==> src/rtl/traffic_pkg.sv <==
// Shared definitions for the traffic phase sequencer and its helpers.
//   state_e      : FSM state encoding, also driven out on the phase port
//   LAMP_*       : {red, yellow, green} lamp codes
//   next_phase() : fixed phase rotation (sensor gating handled by the caller)
//   ns_lamp() / ew_lamp() : lamp decode per state
package traffic_pkg;

  typedef enum logic [2:0] {
    ST_ALLRED_A  = 3'd0,
    ST_NS_GREEN  = 3'd1,
    ST_NS_YELLOW = 3'd2,
    ST_ALLRED_B  = 3'd3,
    ST_EW_GREEN  = 3'd4,
    ST_EW_YELLOW = 3'd5,
    ST_FLASH     = 3'd6
  } state_e;

  localparam logic [2:0] LAMP_RED = 3'b100;
  localparam logic [2:0] LAMP_YEL = 3'b010;
  localparam logic [2:0] LAMP_GRN = 3'b001;
  localparam logic [2:0] LAMP_OFF = 3'b000;

  function automatic state_e next_phase(state_e s);
    state_e n;
    case (s)
      ST_ALLRED_A:  n = ST_NS_GREEN;
      ST_NS_GREEN:  n = ST_NS_YELLOW;
      ST_NS_YELLOW: n = ST_ALLRED_B;
      ST_ALLRED_B:  n = ST_EW_GREEN;
      ST_EW_GREEN:  n = ST_EW_YELLOW;
      default:      n = ST_ALLRED_A;
    endcase
    return n;
  endfunction

  // flash_on selects the lit half of the night flash pattern.
  function automatic logic [2:0] ns_lamp(state_e s, logic flash_on);
    logic [2:0] l;
    case (s)
      ST_NS_GREEN:  l = LAMP_GRN;
      ST_NS_YELLOW: l = LAMP_YEL;
      ST_FLASH:     l = flash_on ? LAMP_YEL : LAMP_OFF;
      default:      l = LAMP_RED;
    endcase
    return l;
  endfunction

  function automatic logic [2:0] ew_lamp(state_e s, logic flash_on);
    logic [2:0] l;
    case (s)
      ST_EW_GREEN:  l = LAMP_GRN;
      ST_EW_YELLOW: l = LAMP_YEL;
      ST_FLASH:     l = flash_on ? LAMP_RED : LAMP_OFF;
      default:      l = LAMP_RED;
    endcase
    return l;
  endfunction

endpackage

==> src/rtl/traffic_phase_sequencer_if.sv <==
// Signal bundle between the sequencer and its environment.
//   slowclk   : divided-clock level (data, not a clock)
//   ew_sensor : EW vehicle waiting (level)
//   night     : night flash request, present only with TRAFFIC_NIGHT_FLASH_EN
//   ns_light, ew_light : {red, yellow, green} lamps
//   phase     : FSM state encoding
//   tick      : one-cycle strobe per slowclk rising edge
// master = environment side, slave = sequencer side.
interface traffic_phase_sequencer_if;
  logic       slowclk;
  logic       ew_sensor;
`ifdef TRAFFIC_NIGHT_FLASH_EN
  logic       night;
`endif
  logic [2:0] ns_light;
  logic [2:0] ew_light;
  logic [2:0] phase;
  logic       tick;

`ifdef TRAFFIC_NIGHT_FLASH_EN
  modport master (output slowclk, ew_sensor, night,
                  input  ns_light, ew_light, phase, tick);
  modport slave  (input  slowclk, ew_sensor, night,
                  output ns_light, ew_light, phase, tick);
`else
  modport master (output slowclk, ew_sensor,
                  input  ns_light, ew_light, phase, tick);
  modport slave  (input  slowclk, ew_sensor,
                  output ns_light, ew_light, phase, tick);
`endif
endinterface

==> src/rtl/tick_gen.sv <==
// Turns an asynchronous slow level into single-cycle strobes in the clk domain.
//   clk     : system clock
//   reset   : async active-low reset
//   slow_in : slow level, treated as asynchronous data
//   tick    : registered one-cycle pulse, 3 clk after each slow_in rise
// Falling edges of slow_in produce nothing.
module tick_gen (
  input  logic clk,
  input  logic reset,
  input  logic slow_in,
  output logic tick
);

  logic sync1_q, sync2_q, sync3_q;
  logic tick_d, tick_q;

  always_comb begin
    tick_d = sync2_q & ~sync3_q;
  end

  always_ff @(posedge clk or negedge reset) begin
    if (!reset) begin
      sync1_q <= 1'b0;
      sync2_q <= 1'b0;
      sync3_q <= 1'b0;
      tick_q  <= 1'b0;
    end else begin
      sync1_q <= slow_in;
      sync2_q <= sync1_q;
      sync3_q <= sync2_q;
      tick_q  <= tick_d;
    end
  end

  assign tick = tick_q;

endmodule

==> src/rtl/traffic_phase_sequencer.sv <==
// Two-road (NS/EW) traffic-light phase sequencer timed by slowclk ticks.
//   clk   : system clock
//   reset : async active-low reset
//   bus   : traffic_phase_sequencer_if.slave (slowclk, ew_sensor, lamps, phase, tick)
// Optional build macro TRAFFIC_NIGHT_FLASH_EN adds the night input and the FLASH state.
//
// state        | meaning
// ALLRED_A (0) | clearance before NS green
// NS_GREEN (1) | NS go; holds past minimum until EW traffic waits
// NS_YELLOW(2) | NS clearing
// ALLRED_B (3) | clearance before EW green
// EW_GREEN (4) | EW go
// EW_YELLOW(5) | EW clearing
// FLASH    (6) | night flash (macro build only, otherwise illegal)
module traffic_phase_sequencer
  import traffic_pkg::*;
#(
  parameter int CNT_W      = 8,
  parameter int T_NS_GREEN = 30,
  parameter int T_EW_GREEN = 20,
  parameter int T_YELLOW   = 5,
  parameter int T_ALLRED   = 2
) (
  input logic                     clk,
  input logic                     reset,
  traffic_phase_sequencer_if.slave bus
);

  logic             tick;
  logic             ew_sync1_q, ew_sync_q;
  state_e           state_q, state_d, nxt;
  logic [CNT_W-1:0] cnt_q, cnt_d;
  logic [2:0]       ns_light_q, ns_light_d, ew_light_q, ew_light_d;
`ifdef TRAFFIC_NIGHT_FLASH_EN
  logic             night_sync1_q, night_sync_q;
  logic             flash_q, flash_d;
`endif

  function automatic logic [CNT_W-1:0] dur_m1(state_e s);
    logic [CNT_W-1:0] d;
    case (s)
      ST_NS_GREEN:                d = CNT_W'(T_NS_GREEN - 1);
      ST_EW_GREEN:                d = CNT_W'(T_EW_GREEN - 1);
      ST_NS_YELLOW, ST_EW_YELLOW: d = CNT_W'(T_YELLOW - 1);
      default:                    d = CNT_W'(T_ALLRED - 1);
    endcase
    return d;
  endfunction

  tick_gen u_tick_gen (
    .clk     (clk),
    .reset   (reset),
    .slow_in (bus.slowclk),
    .tick    (tick)
  );

  always_ff @(posedge clk or negedge reset) begin
    if (!reset) begin
      ew_sync1_q <= 1'b0;
      ew_sync_q  <= 1'b0;
`ifdef TRAFFIC_NIGHT_FLASH_EN
      night_sync1_q <= 1'b0;
      night_sync_q  <= 1'b0;
`endif
    end else begin
      ew_sync1_q <= bus.ew_sensor;
      ew_sync_q  <= ew_sync1_q;
`ifdef TRAFFIC_NIGHT_FLASH_EN
      night_sync1_q <= bus.night;
      night_sync_q  <= night_sync1_q;
`endif
    end
  end

  always_comb begin
    state_d = state_q;
    cnt_d   = cnt_q;
    nxt     = next_phase(state_q);
`ifdef TRAFFIC_NIGHT_FLASH_EN
    flash_d = flash_q;
`endif
    case (state_q)
      ST_ALLRED_A, ST_NS_GREEN, ST_NS_YELLOW,
      ST_ALLRED_B, ST_EW_GREEN, ST_EW_YELLOW: begin
`ifdef TRAFFIC_NIGHT_FLASH_EN
        if (tick && night_sync_q) begin
          state_d = ST_FLASH;
          flash_d = 1'b1;
        end else
`endif
        if (tick) begin
          if (cnt_q != '0) begin
            cnt_d = cnt_q - CNT_W'(1);
          end else if (!(state_q == ST_NS_GREEN && !ew_sync_q)) begin
            // NS_GREEN without a waiting EW vehicle keeps counter at 0 and
            // re-checks the sensor on every later tick.
            state_d = nxt;
            cnt_d   = dur_m1(nxt);
          end
        end
      end
`ifdef TRAFFIC_NIGHT_FLASH_EN
      ST_FLASH: begin
        if (tick) begin
          if (night_sync_q) begin
            flash_d = ~flash_q;
          end else begin
            state_d = ST_ALLRED_A;
            cnt_d   = dur_m1(ST_ALLRED_A);
            flash_d = 1'b0;
          end
        end
      end
`endif
      default: begin
        state_d = ST_ALLRED_A;
        cnt_d   = dur_m1(ST_ALLRED_A);
      end
    endcase

    // Lamps decode the next state so they switch on the same edge as state_q.
`ifdef TRAFFIC_NIGHT_FLASH_EN
    ns_light_d = ns_lamp(state_d, flash_d);
    ew_light_d = ew_lamp(state_d, flash_d);
`else
    ns_light_d = ns_lamp(state_d, 1'b1);
    ew_light_d = ew_lamp(state_d, 1'b1);
`endif
  end

  always_ff @(posedge clk or negedge reset) begin
    if (!reset) begin
      state_q    <= ST_ALLRED_A;
      cnt_q      <= CNT_W'(T_ALLRED - 1);
      ns_light_q <= LAMP_RED;
      ew_light_q <= LAMP_RED;
`ifdef TRAFFIC_NIGHT_FLASH_EN
      flash_q    <= 1'b0;
`endif
    end else begin
      state_q    <= state_d;
      cnt_q      <= cnt_d;
      ns_light_q <= ns_light_d;
      ew_light_q <= ew_light_d;
`ifdef TRAFFIC_NIGHT_FLASH_EN
      flash_q    <= flash_d;
`endif
    end
  end

  assign bus.ns_light = ns_light_q;
  assign bus.ew_light = ew_light_q;
  assign bus.phase    = state_q;
  assign bus.tick     = tick;

endmodule

==> src/flat_wrapper.sv <==
// flat-port wrapper written by rule: the top's interface ports become plain ports
module traffic_phase_sequencer_flat import traffic_pkg::*;
#(
  parameter int CNT_W      = 8,
  parameter int T_NS_GREEN = 30,
  parameter int T_EW_GREEN = 20,
  parameter int T_YELLOW   = 5,
  parameter int T_ALLRED   = 2
)
  (clk, reset, bus_slowclk, bus_ew_sensor, bus_ns_light, bus_ew_light, bus_phase, bus_tick);
  traffic_phase_sequencer_if bus_i ();
  input logic clk;
  input logic reset;
  input wire logic [$bits(bus_i.slowclk)-1:0] bus_slowclk;
  input wire logic [$bits(bus_i.ew_sensor)-1:0] bus_ew_sensor;
  output wire logic [$bits(bus_i.ns_light)-1:0] bus_ns_light;
  output wire logic [$bits(bus_i.ew_light)-1:0] bus_ew_light;
  output wire logic [$bits(bus_i.phase)-1:0] bus_phase;
  output wire logic [$bits(bus_i.tick)-1:0] bus_tick;
  assign bus_i.slowclk = bus_slowclk;
  assign bus_i.ew_sensor = bus_ew_sensor;
  assign bus_ns_light = bus_i.ns_light;
  assign bus_ew_light = bus_i.ew_light;
  assign bus_phase = bus_i.phase;
  assign bus_tick = bus_i.tick;
  traffic_phase_sequencer #(.CNT_W(CNT_W), .T_NS_GREEN(T_NS_GREEN), .T_EW_GREEN(T_EW_GREEN), .T_YELLOW(T_YELLOW), .T_ALLRED(T_ALLRED)) u_core (.clk(clk), .reset(reset), .bus(bus_i));
endmodule
==> config.mk <==
export PLATFORM = sky130hd
export DESIGN_NAME = traffic_phase_sequencer_flat
export DESIGN_NICKNAME = d
export VERILOG_FILES = /design/src/rtl/traffic_pkg.sv /design/src/rtl/traffic_phase_sequencer_if.sv /design/src/rtl/tick_gen.sv /design/src/rtl/traffic_phase_sequencer.sv /design/src/flat_wrapper.sv
export SDC_FILE = /design/constraint.sdc
export NUM_CORES = 1
export LEC_CHECK = 0
export ABC_AREA = 1
export CAP_MARGIN = 15
export CORE_ASPECT_RATIO = 1.5
export CORE_MARGIN = 2
export CORE_UTILIZATION = 54
export DETAILED_ROUTE_END_ITERATION = 7
export GPL_ROUTABILITY_DRIVEN = 0
export GPL_TIMING_DRIVEN = 0
export PLACE_DENSITY = 0.86
export SLEW_MARGIN = 20
export SYNTH_ARGS = -nofsm -noshare
export SYNTH_HDL_FRONTEND = slang
export SYNTH_SLANG_ARGS = --single-unit
==> constraint.sdc <==
create_clock -name clk -period 2 [get_ports clk]
set_clock_uncertainty 0.05 [all_clocks]
set_input_delay 0.2 -clock clk [delete_from_list [all_inputs] [get_ports clk]]
set_output_delay 0.2 -clock clk [all_outputs]
set_load 0.005 [all_outputs]
==> flow_summary.yaml, run 1 <==
outcome:
  outcome: "complete, no violations"
clocking:
  ctsHtreeMaxLevel: 1
  cts_tree: "built"
  clock_latency_ns: 0.32
  holdBufCountCts: 0
  clkTransAtPathRegs_ns: 0.13
  clock-sinks: 23
  cts_resized: 0
  cts-root-buf: "clkbuf_4"
  cts_buffer_depth: 2
  cts_setup_buffers: 0
  numCtsBuffers: 3
critical_path:
  reg2reg_slack_ns: 0.28
  crit_path_max_fanout: 9
  reg2reg_from: "u_core.cnt_q[0]"
  timing.critical_path.mode_cell: "nand2_1"
  end_kind: "register"
  start_kind: "register"
  path_buf_inv: 1
  cpPeakStageDelay_ns: 0.55
  cpMaxStageDelayCell: "dfstp_2"
  crit_path_cell_trace: "inv_1 -> ha_1 -> nand2_1 -> nor2_4 -> a21oi_4 -> nand2_1 -> o22ai_1"
  path_delay_family: "flip-flops"
  reg2reg_depth: 7
  r2r_end: "u_core.cnt_q[2]"
  worst_ep_arrival_time_ns: 1.91
  path_class: "reg -> reg"
  worstPathRequired_ns: 2.19
synthesis:
  synth_edf_count: 0
  ys_warn_count: 0
  async_reset_ff_share_pct: 100
  yosys-top-cells-area: "dfrtp_1 42%, nand2_1 7.5%, inv_1 6.9%"
  syn_nets: 149
  yosysTopAreaCell: "dfrtp_1"
  syn-cell-area_um2: 1200
  synthFlopType: "dfrtp_1"
  avgSynthCellArea_um2: 8.43
  yosysUniqueCellTypes: 25
  synth_top_area_share_pct: 41.5
  syn_inst: 143
  synth-seq-area-share_pct: 48.1
  ys_ff_latch: 23
place:
  portBuffers: 13
  dpl.hpwl_mm: 1.77
  dp_slack_ns: 0.323
  place_inst: 179
global_route:
  grt_max_degree: 24
  grt_usage_pct: 19.6
  grt_antenna_before_repair: 0
  grt_pass1_wl_mm: 3.86
  grt_pass1_vias: 974
  overflow: 0
detailed_routing:
  viasPerCell: 5.37
  post-route-drc-count: 0
  routed_wl_mm: 2.36
  route.vias.total: 988
  detail_route.first_pass.iterations: 4
  wl_per_cell_um: 12.8
  antenna_left: 0
  drt_iter0_markers: 16
sta:
  finalCritPeriodShare_pct: 86.0
  setup_violations: 0
  rsz0062_at_grt: "false"
  period_needed_ns: 1.72
  relSlewSlack_pct: 67.1
  max_clock_freq_mhz: 581
  setup_ws_ns: 0.280
  drv_slew: 0
  tightest_slew_ns: 0.493
  hold_viol: 0
  fin_setup_tns_ns: 0
finish:
  antenna_cells: 0
  drive_gt1_share_pct: 16.1
  fin_nets: 168
  fillers: 175
  area_growth_pct: 15.8
  final_cell_count_no_fill: 184
die:
  io_pins: 14
  die_h_um: 61.9
  core_area_um2: 2180
  dieArea_um2: 2630
  rows: 21
  die-width_um: 42.6
  start_util_pct: 55.2
power_and_ir_drop:
  power_density_nw_per_um2: 1420
  vdd_ir_drop_max_uv: 745
  static-leakage-power_nw: 0.699
  fin_total_pwr_mw: 1.98
min_path:
  holdPathEnd: "u_core.u_tick_gen.sync1_q"
  hp-start: "bus_slowclk"
  holdPathStages: 1
  hold_path_class: "in -> reg"
job:
  cap_violations: 0
-- final cells by class --
type | instances | area, um2 | share of cell area [%]
plain buffers | 2 | 18.8 | 1.35
clock buffers | 4 | 26.3 | 1.88
inverters | 26 | 98.8 | 7.09
multi-input cells | 92 | 508 | 36.4
flip-flops and latches | 23 | 579 | 41.5
well taps | 23 | 28.8 | 2.06
repair buffers | 14 | 135 | 9.69
-- logic make-up after synthesis --
kind of cell / share of synthesized area [%]
compound gates: 9.66
xor+xnor: 2.91
fa+ha+maj: 2.08
buf+inv: 9.76
flops: 48.1
simple gates: 27.5
-- registers in the layout, summed over array words and instances (netlist names) --
name and flops:
u_core.u_tick_gen.sync3_q 1, u_core.u_tick_gen.sync1_q 1, u_core.bus.ew_light 3, u_core.bus.phase 3
u_core.u_tick_gen.tick 1, u_core.cnt_q 8, u_core.u_tick_gen.sync2_q 1, u_core.ew_sync_q 1
u_core.ew_sync1_q 1, u_core.bus.ns_light 3
-- metal layers --
metal  GRT usage (%)  part of all wire, %  vias up
li1                -                    -      491
met1            21.6                   42      458
met2            34.5                   51       29
met3            2.89                  4.1       10
met4            14.7                  2.8        0
met5               0                    0        -
-- Yosys cell counts, types with 2 or more instances --
library cell and number:
nand2_1 24, inv_1 22, dfrtp_1 20, nor2_1 17, nand3_1 11, o21ai_0 8
nand4_1 4, xor2_1 4, a21oi_1 3, dfstp_2 3, inv_2 3, nand2_2 3
nor2_2 3, o22ai_1 3, ha_1 2, nand3_2 2, nor2_4 2, o21ai_1 2
-- power breakdown --
| part | switching [mW] | internal [mW] |
|---|---|---|
| Sequential | 0.123 | 0.634 |
| Clock | 0.144 | 0.0782 |
| Combinational | 0.581 | 0.418 |
| Total | 0.848 | 1.13 |
-- stage by stage --
step	utilization [%]	cell area, um2	hold WS (ns)
2_1_floorplan	-	1200	-0.146
3_3_place_gp	62.5	1360	0.285
3_5_place_dp	62.5	1360	0.289
4_1_cts	63.7	1390	0.259
5_1_grt	64.0	1400	0.265
6_report	64.0	1400	0.259
-- how the worst max path moves through the flow --
stage,start,to,slack [ns],depth (start not counted)
floorplan,u_core.cnt_q[0],u_core.cnt_q[5],0.45,9
global placement,u_core.cnt_q[0],u_core.bus.ns_light[2],0.34,11
detailed placement,u_core.cnt_q[0],u_core.cnt_q[5],0.32,9
CTS,u_core.cnt_q[0],u_core.cnt_q[1],0.30,8
global route,u_core.cnt_q[1],u_core.bus.ns_light[2],0.11,9
finish,u_core.cnt_q[0],u_core.cnt_q[2],0.28,7
-- cells in the final DEF (no fill, tap or decap) --
master | synthesis | layout
nand2_1 | 24 | 24
inv_1 | 22 | 22
dfrtp_1 | 20 | 20
nor2_1 | 17 | 17
clkdlybuf4s50_1 | 0 | 12
nand3_1 | 11 | 11
o21ai_0 | 8 | 8
nand4_1 | 4 | 4
xor2_1 | 4 | 4
inv_2 | 3 | 3
nor2_2 | 3 | 3
nand2_2 | 3 | 3
a21oi_1 | 3 | 3
o22ai_1 | 3 | 3
clkbuf_4 | 0 | 3
dfstp_2 | 3 | 3
nor2_4 | 2 | 2
nand3_2 | 2 | 2
o21ai_1 | 2 | 2
ha_1 | 2 | 2
buf_4 | 1 | 1
nand3_4 | 1 | 1
clkinv_2 | 1 | 1
a21oi_4 | 1 | 1
buf_6 | 1 | 1
o211ai_1 | 1 | 1
a21oi_2 | 1 | 1
clkbuf_1 | 0 | 1
dlygate4sd3_1 | 0 | 1
buf_2 | 0 | 1
No activity file was read; power rests on OpenSTA's default activity.
==> inputs of run 2 (changes only) <==
--- a/config.mk
+++ b/config.mk
@@ -7,13 +7,15 @@
 export LEC_CHECK = 0
 export ABC_AREA = 1
 export CAP_MARGIN = 15
+export CELL_PAD_IN_SITES_DETAIL_PLACEMENT = 0
+export CELL_PAD_IN_SITES_GLOBAL_PLACEMENT = 1
 export CORE_ASPECT_RATIO = 1.5
 export CORE_MARGIN = 2
-export CORE_UTILIZATION = 54
+export CORE_UTILIZATION = 41
 export DETAILED_ROUTE_END_ITERATION = 7
 export GPL_ROUTABILITY_DRIVEN = 0
 export GPL_TIMING_DRIVEN = 0
-export PLACE_DENSITY = 0.86
+export PLACE_DENSITY = 0.87
 export SLEW_MARGIN = 20
 export SYNTH_ARGS = -nofsm -noshare
 export SYNTH_HDL_FRONTEND = slang
==> flow_summary.yaml, run 2 (same netlist as run 1, synthesis figures left out) <==
detailed_routing:
  viasPerCell: 4.82
  routed_wl_mm: 2.28
  antenna_left: 0
  detail_route.first_pass.iterations: 5
  post-route-drc-count: 0
  route.vias.total: 963
  drt_iter0_markers: 14
  wl_per_cell_um: 11.4
sta:
  setup_violations: 0
  period_needed_ns: 1.70
  finalCritPeriodShare_pct: 85.2
  hold_ws_ns: 0.302
  drv_slew: 0
  relSlewSlack_pct: 66.9
  hold_viol: 0
  rsz0062_at_grt: "false"
  fin_setup_tns_ns: 0
  tightest_slew_ns: 0.496
  max_clock_freq_mhz: 587
power_and_ir_drop:
  vdd_ir_drop_max_uv: 813
  fin_total_pwr_mw: 2.02
  static-leakage-power_nw: 0.707
  power_density_nw_per_um2: 1410
clocking:
  holdBufCountCts: 0
  cts_resized: 0
  numCtsBuffers: 3
  clock_latency_ns: 0.27
  cts-root-buf: "clkbuf_8"
  cts_setup_buffers: 0
  clock-sinks: 23
  clkTransAtPathRegs_ns: 0.08
  ctsHtreeMaxLevel: 1
  cts_tree: "built"
  cts_buffer_depth: 2
critical_path:
  path_class: "reg -> reg"
  start_kind: "register"
  cpPeakStageDelay_ns: 0.37
  crit_path_cell_trace: "inv_1 -> ha_1 -> inv_1 -> nor2_1 -> nand3_4 -> nand2_2 -> nand2_1 -> nor2_2 -> nand3_2 -> nand2_1 -> inv_1"
  path_buf_inv: 3
  path_delay_family: "simple AND/OR/NAND/NOR gates"
  crit_path_max_fanout: 7
  reg2reg_slack_ns: 0.30
  reg2reg_depth: 11
  timing.critical_path.mode_cell: "inv_1"
  end_kind: "register"
  worst_ep_arrival_time_ns: 1.86
  worstPathRequired_ns: 2.16
  r2r_end: "u_core.bus.ns_light[2]"
  cpMaxStageDelayCell: "dfstp_2"
  reg2reg_from: "u_core.cnt_q[0]"
global_route:
  grt-busiest-layer: "met2"
  grt_use_met1_pct: 17.2
  grt_usage_pct: 16.2
  overflow: 0
  grt_antenna_before_repair: 0
  grtUsageMet3_pct: 3.10
  grt_max_degree: 24
  grt_pass1_vias: 989
  grt_pass1_wl_mm: 3.99
  gr-usage-met2_pct: 27.9
finish:
  multi_input_comb_area_um2: 508
  utilization_pct: 50.3
  postLayoutCellArea_um2: 1430
  regArea_um2: 579
  area_growth_pct: 19.0
  final_cell_mix: "24 x nand2_1, 22 x inv_1, 20 x dfrtp_1, 17 x nor2_1, 12 x clkdlybuf4s50_1"
  largest_reg_flops: 8
  antenna_cells: 0
  regMostFlops: "u_core.cnt_q"
  fillers: 285
  drive_gt1_share_pct: 16.1
  final_common_cell: "nand2_1"
  fin_nets: 168
job:
  cap_violations: 0
place:
  post_dp_cell_area_um2: 1380
  portBuffers: 13
  dpl.hpwl_mm: 1.73
die:
  core_area_um2: 2850
  start_util_pct: 42.2
  dieArea_um2: 3400
  die-width_um: 48.3
  rows: 24
  die_h_um: 70.4
  io_pins: 14
min_path:
  hp-start: "u_core.ew_sync1_q"
  holdPathStages: 0
  holdPathEnd: "u_core.ew_sync_q"
  hold_path_class: "reg -> reg"
outcome:
  outcome: "complete, no violations"
[run 2: through the flow]
step / cells / setup WS (ns)
after floorplan: 143 / 0.449
after global placement: 195 / 0.325
after detailed placement: 195 / 0.301
after CTS: 199 / 0.286
after global routing: 200 / 0.131
final: 200 / 0.297
[run 2: layout make-up]
class                           count  share of cell area, %
Tap cell                           39                   3.40
Multi-Input combinational cell     92                   35.4
Inverter                           26                   6.89
Timing Repair Buffer               14                   9.42
Clock buffer                        4                   3.14
Sequential cell                    23                   40.4
Buffer                              2                   1.31
[run 2: routing by layer]
layer	part of all wire [%]	wire length (um)	up-vias
li1	-	-	485
met1	41	924	454
met2	52	1190	19
met3	4.5	103	5
met4	2.6	59	0
met5	0	0	-
[run 2: report_power, final]
group | total (mW) | leakage, nW | switching (mW) | internal, mW
combinational | 0.982 | 0.401 | 0.565 | 0.417
sequential | 0.756 | 0.283 | 0.121 | 0.635
clock | 0.285 | 0.0228 | 0.143 | 0.142
[run 2: worst max path at each step]
stage               startpoint                endpoint  slack [ns]  depth (start not counted)
2_1_floorplan  u_core.cnt_q[0]         u_core.cnt_q[5]        0.45                          9
3_3_place_gp   u_core.cnt_q[0]  u_core.bus.ns_light[2]        0.32                         11
3_5_place_dp   u_core.cnt_q[0]  u_core.bus.ns_light[2]        0.30                         11
4_1_cts        u_core.cnt_q[0]  u_core.bus.ns_light[2]        0.29                         11
5_1_grt        u_core.cnt_q[1]  u_core.bus.ns_light[2]        0.13                          9
6_report       u_core.cnt_q[0]  u_core.bus.ns_light[2]        0.30                         11
